$ cat src/rtl/ex_muldiv_pkg.sv
// ex_muldiv_pkg: opcodes, FSM states and constants shared by the mul/div unit
package ex_muldiv_pkg;
    typedef enum logic [2:0] {
        MD_NONE  = 3'd0,
        MD_MULT  = 3'd1,
        MD_MULTU = 3'd2,
        MD_DIV   = 3'd3,
        MD_DIVU  = 3'd4,
        MD_MTHI  = 3'd5,
        MD_MTLO  = 3'd6
    } md_op_t;
    typedef enum logic [1:0] {
        ST_IDLE = 2'd0,
        ST_RUN  = 2'd1,
        ST_DONE = 2'd2
    } md_state_t;
    localparam int DIV_ITERS = 32;
endpackage

$ cat src/rtl/div_radix2_core.sv
// div_radix2_core: unsigned restoring divider, one quotient bit per step
module div_radix2_core (
    input  logic        clk,
    input  logic        rst,
    input  logic        start,
    input  logic        step,
    input  logic [31:0] a,
    input  logic [31:0] b,
    output logic [31:0] q_next,
    output logic [31:0] r_next
);
    logic [31:0] rem, quo, dvs;
    logic [32:0] sh, diff;
    // next partial remainder/quotient; a borrow in bit 32 means restore
    always_comb begin
        sh     = {rem, quo[31]};
        diff   = sh - {1'b0, dvs};
        q_next = {quo[30:0], ~diff[32]};
        r_next = diff[32] ? sh[31:0] : diff[31:0];
    end
    // load operands on start, then shift one bit per step
    always_ff @(posedge clk) begin
        if (rst) begin
            rem <= '0;
            quo <= '0;
            dvs <= '0;
        end else if (start) begin
            rem <= '0;
            quo <= a;
            dvs <= b;
        end else if (step) begin
            rem <= r_next;
            quo <= q_next;
        end
    end
endmodule

$ cat src/rtl/ex_muldiv.sv
// ex_muldiv: EX-stage multiply/divide unit with HI/LO; optional MULDIV_DIV_ZERO_FAST_EN finishes divide-by-zero in the accept cycle
module ex_muldiv
    import ex_muldiv_pkg::*;
(
    input  logic        clk,
    input  logic        rst,
    input  logic        flushE,
    input  md_op_t      opE,
    input  logic [31:0] srcaE,
    input  logic [31:0] srcbE,
    output logic        stall_req,
    output logic        busy,
    output logic [31:0] hi_o,
    output logic [31:0] lo_o
);
    md_state_t   state;
    logic [4:0]  count;
    logic        neg_q, neg_r;
    logic [31:0] hi, lo;
    logic        is_div, sgn, fast_zero, start, step;
    logic        nq_now, nr_now;
    logic [31:0] a_mag, b_mag, q_next, r_next, q_fix, r_fix, fq_fix, fr_fix;
    logic [63:0] prod;
`ifdef MULDIV_DIV_ZERO_FAST_EN
    assign fast_zero = srcbE == 32'd0;
`else
    assign fast_zero = 1'b0;
`endif
    // operand decode, magnitudes, product and sign fixups
    always_comb begin
        is_div = opE == MD_DIV || opE == MD_DIVU;
        sgn    = opE == MD_DIV || opE == MD_MULT;
        a_mag  = (sgn && srcaE[31]) ? 32'd0 - srcaE : srcaE;
        b_mag  = (sgn && srcbE[31]) ? 32'd0 - srcbE : srcbE;
        nq_now = sgn && (srcaE[31] ^ srcbE[31]);
        nr_now = sgn && srcaE[31];
        prod   = {{32{sgn & srcaE[31]}}, srcaE} * {{32{sgn & srcbE[31]}}, srcbE};
        q_fix  = neg_q ? 32'd0 - q_next : q_next;
        r_fix  = neg_r ? 32'd0 - r_next : r_next;
        fq_fix = nq_now ? 32'd1 : 32'hFFFF_FFFF;
        fr_fix = nr_now ? 32'd0 - a_mag : a_mag;
    end
    // stall covers the accept cycle and every RUN cycle
    always_comb begin
        stall_req = state == ST_RUN || (state == ST_IDLE && is_div && !fast_zero);
        busy      = state == ST_RUN;
        start     = state == ST_IDLE && is_div && !fast_zero && !flushE;
        step      = state == ST_RUN && !flushE;
        hi_o      = hi;
        lo_o      = lo;
    end
    div_radix2_core u_core (
        .clk    (clk),
        .rst    (rst),
        .start  (start),
        .step   (step),
        .a      (a_mag),
        .b      (b_mag),
        .q_next (q_next),
        .r_next (r_next)
    );
    // FSM and HI/LO updates; DONE ignores opE so a held divide cannot restart
    always_ff @(posedge clk) begin
        if (rst) begin
            state <= ST_IDLE;
            count <= '0;
            neg_q <= 1'b0;
            neg_r <= 1'b0;
            hi    <= '0;
            lo    <= '0;
        end else if (state == ST_IDLE) begin
            if (!flushE) begin
                if (opE == MD_MULT || opE == MD_MULTU) {hi, lo} <= prod;
                if (opE == MD_MTHI) hi <= srcaE;
                if (opE == MD_MTLO) lo <= srcaE;
                if (is_div && fast_zero) begin
                    hi <= fr_fix;
                    lo <= fq_fix;
                end
                if (start) begin
                    state <= ST_RUN;
                    count <= '0;
                    neg_q <= nq_now;
                    neg_r <= nr_now;
                end
            end
        end else if (state == ST_RUN) begin
            if (flushE) begin
                state <= ST_IDLE;
            end else begin
                count <= count + 5'd1;
                if (count == 5'(DIV_ITERS - 1)) begin
                    hi    <= r_fix;
                    lo    <= q_fix;
                    state <= ST_DONE;
                end
            end
        end else begin
            state <= ST_IDLE;
        end
    end
endmodule

$ cat config.mk
export PLATFORM = sky130hd
export DESIGN_NAME = ex_muldiv
export DESIGN_NICKNAME = d
export VERILOG_FILES = /design/src/rtl/ex_muldiv_pkg.sv /design/src/rtl/div_radix2_core.sv /design/src/rtl/ex_muldiv.sv
export SDC_FILE = /design/constraint.sdc
export NUM_CORES = 2
export LEC_CHECK = 0
export ABC_AREA = 1
export CORE_MARGIN = 8
export CORE_UTILIZATION = 28
export CTS_CLUSTER_DIAMETER = 120
export DETAILED_ROUTE_END_ITERATION = 7
export PLACE_DENSITY = 0.47
export SETUP_SLACK_MARGIN = 0.3
export SYNTH_ARGS = -nofsm -noshare
export SYNTH_HDL_FRONTEND = slang
export SYNTH_SLANG_ARGS = --single-unit
$ cat constraint.sdc
create_clock -name clk -period 12.1 [get_ports clk]
set_input_delay 3.025 -clock clk [delete_from_list [all_inputs] [get_ports clk]]
set_output_delay 3.025 -clock clk [all_outputs]
set_load 0.01 [all_outputs]
==> flow_summary.toml <==
[run_status]
outcome = "finished, final reports clean"

[synthesis]
syn_area_um2 = 53000
yosys_warnings = 0
yosys.area_share.simple = 0.188
synth_seq_cells = 169
synth.largest_area_cell = "fa_1"
ys_seq_area_frac = 0.0639
yosysTopAreaCellShare = 0.426
synth_edf_count = 0
syn_nets = 8544
synthTopCellsByArea = "fa_1 (43%), inv_1 (13%), nand2_1 (12%), dfxtp_1 (6.4%), ha_1 (5.9%)"
synth_mux_area_frac = 0
synth-compound-area-share = 0.0843
async_flop_share = 0
syn-instance-count = 7097
synth_adder_area_share = 0.485
synth_xor_xnor_area_share = 0.0179
synth_top_family_by_area = "adder cells"
synthFlopType = "dfxtp_1"
postSynthAreaPerCell_um2 = 7.46
synthDistinctLibCells = 56

[grt]
grt_pass1_wl_mm = 313
grt-ovfl-total = 0
grt_max_degree = 79
first_global_vias = 47700
antenna_found_initial = 18
gr-usage-all-layers = 0.202

[routing]
drtPass1Iterations = 8
routedWlPerCell_um = 21.6
drc = 0
vias_per_cell = 4.73
detail-route-antenna-nets = 0
wl_mm = 206
vias = 45200
drt-initial-drc-count = 3614

[place]
dp_cells = 9506
portBuffers = 135
hpwl_mm = 171
post-place-ws_ns = 0.228
gp_congestion = 0.961

[timing]
worst_slack_ns = 0.696
slew_viol_final = 0
slew_headroom = 0.240
timing.hold.ws_ns = 0.476
worst_pin_slew_ns = 1.14
final.setup_skew_ns = 0.0204
tns_ns = 0
hold_violations = 0
rsz0062_at_grt = "false"
period_needed_ns = 11.40
fmax_mhz = 87.7
setup_violations = 0
period_share = 0.942

[hold_path]
holdPathStages = 2
hold_class = "reg2reg"
min_to = "count[4]"
hold_start = "count[4]"

[die]
floorplan.initialDensity = 0.282
die_w_um = 451
die_area_um2 = 203000
core_um2 = 188000
io_pins = 136
die_h_um = 451
rows = 159

[clock_network]
ctsHtreeMaxLevel = 4
clk_pin_slew_ns = 0.08
clock_sinks = 169
clock_insertion_delay_worst_skew_ns = 0.47
cts_tree = "built"
ctsLongestPathBuffers = 2
cts_inserted_buffers = 17
cts_root_buffer = "clkbuf_16"
cts_hold_buf = 0

[setup_path]
timing.rr.end = "lo_o[30]"
cp_common_cell = "fa_1"
start_kind = "input pin"
r2r_slack_ns = 6.61
required_ns = 12.50
path_max_fanout = 23
end_kind = "register"
slowest_stage = "fa_1"
reg2reg_from = "u_core.quo[31]"
reg2reg_depth = 26
arrival_ns = 11.80
max_stage_delay_ns = 0.68
critical_path_class = "in2reg"

[finish]
layout_common_cells = "inv_1 (1874), nand2_1 (1714), fa_1 (1126), a21oi_1 (314), nor2_1 (290)"
syn_to_final_growth_pct = 8.66
drive_gt1_frac = 0.0545
fill_cells = 20500
fin_cells = 9547
final_nets = 8480
final_common_cell = "inv_1"

[job]
max_cap_violations = 0
[metrics by stage]
stage	util	cell area (um2)
6_report	0.306	57600
5_1_grt	0.306	57500
4_1_cts	0.306	57500
3_5_place_dp	0.303	56900
3_3_place_gp	0.303	56900
2_1_floorplan	-	53000
[logic make-up (layout without fill, tap and decap cells)]
family / Yosys count / count (layout)
adders and majority gates: 1377 / 1377
buffers and inverters: 2258 / 2207
other: 0 / 6
and+or+nand+nor: 2390 / 2390
AOI/OAI and AO/OA: 795 / 795
xor gates and xnor gates: 108 / 108
DFF: 169 / 169
[routing by layer]
| metal | global-route usage | part of all wire |
|---|---|---|
| met3 | 0.0157 | 0.048 |
| met1 | 0.280 | 0.45 |
| met2 | 0.342 | 0.47 |
| met4 | 0.0526 | 0.032 |
| met5 | 0 | 0.000049 |
[repair_timing]
item / CTS / global route
endpoints found under the setup margin: 0 / 1
setup buffers: 0 / 3
resized for setup: 0 / 1
[cells in the mapped netlist (5+ instances only)]
library cell and number:
o221ai_1 15, nor3_1 39, inv_1 1876, or2_2 10
nand2_4 20, fa_1 1126, nor2_4 9, a21oi_1 314
a31oi_1 51, nor2_1 295, o31ai_1 8, clkbuf_1 288
a21o_1 14, dfxtp_1 169, nand2_1 1715, o21bai_1 24
and3_1 6, o21a_1 5, nor2_2 8, nor4_1 11
a21oi_2 10, nand3_1 169, nand4_1 31, buf_6 5
ha_1 251, a221oi_1 6, xor2_1 71, buf_1 62
nand3b_1 14, inv_2 15, xnor2_1 37, o22ai_1 7
o211ai_1 36, o21ai_0 281, nand2_2 41, nand3_2 10
[cell type report]
cell class | instances | area [um2] | area share
antenna | 6 | 15.0 | 0.000261
clock buffer | 18 | 439 | 0.00763
clock inverter | 14 | 184 | 0.00320
inverter | 1895 | 7120 | 0.124
multi-input combinational | 4670 | 41100 | 0.714
sequential | 169 | 3380 | 0.0588
tap | 2495 | 3120 | 0.0542
timing repair buffer | 280 | 2220 | 0.0387
[critical path: cells and delay by family]
family | cells | cell delay (ns)
adder cells (fa/ha/maj) | 9 | 4.62
buffers and inverters | 8 | 1.31
AO/OA/AOI/OAI | 8 | 1.98
AND/OR/NAND/NOR | 4 | 0.82
[sequential cells by signal, summed over array words and instances, names as in the netlist]
signal and flops:
count 5, hi_o 32, lo_o 32, neg_q 1, neg_r 1, state 2
u_core.dvs 32, u_core.quo 32, u_core.rem 32
[worst max-delay path by stage]
stage                          end       from  slack (ns)
after global placement    hi_o[19]     opE[2]        0.20
final                     hi_o[19]     opE[2]        0.70
after global routing      hi_o[19]     opE[2]        0.36
after CTS                 hi_o[19]     opE[2]        0.68
after detailed placement  hi_o[19]     opE[2]        0.23
after floorplan           hi_o[25]  srcaE[31]        1.71
Power is left out: the tool's default activity adds up to more than one toggle a clock period on the data nets, which glitch-free logic cannot reach.
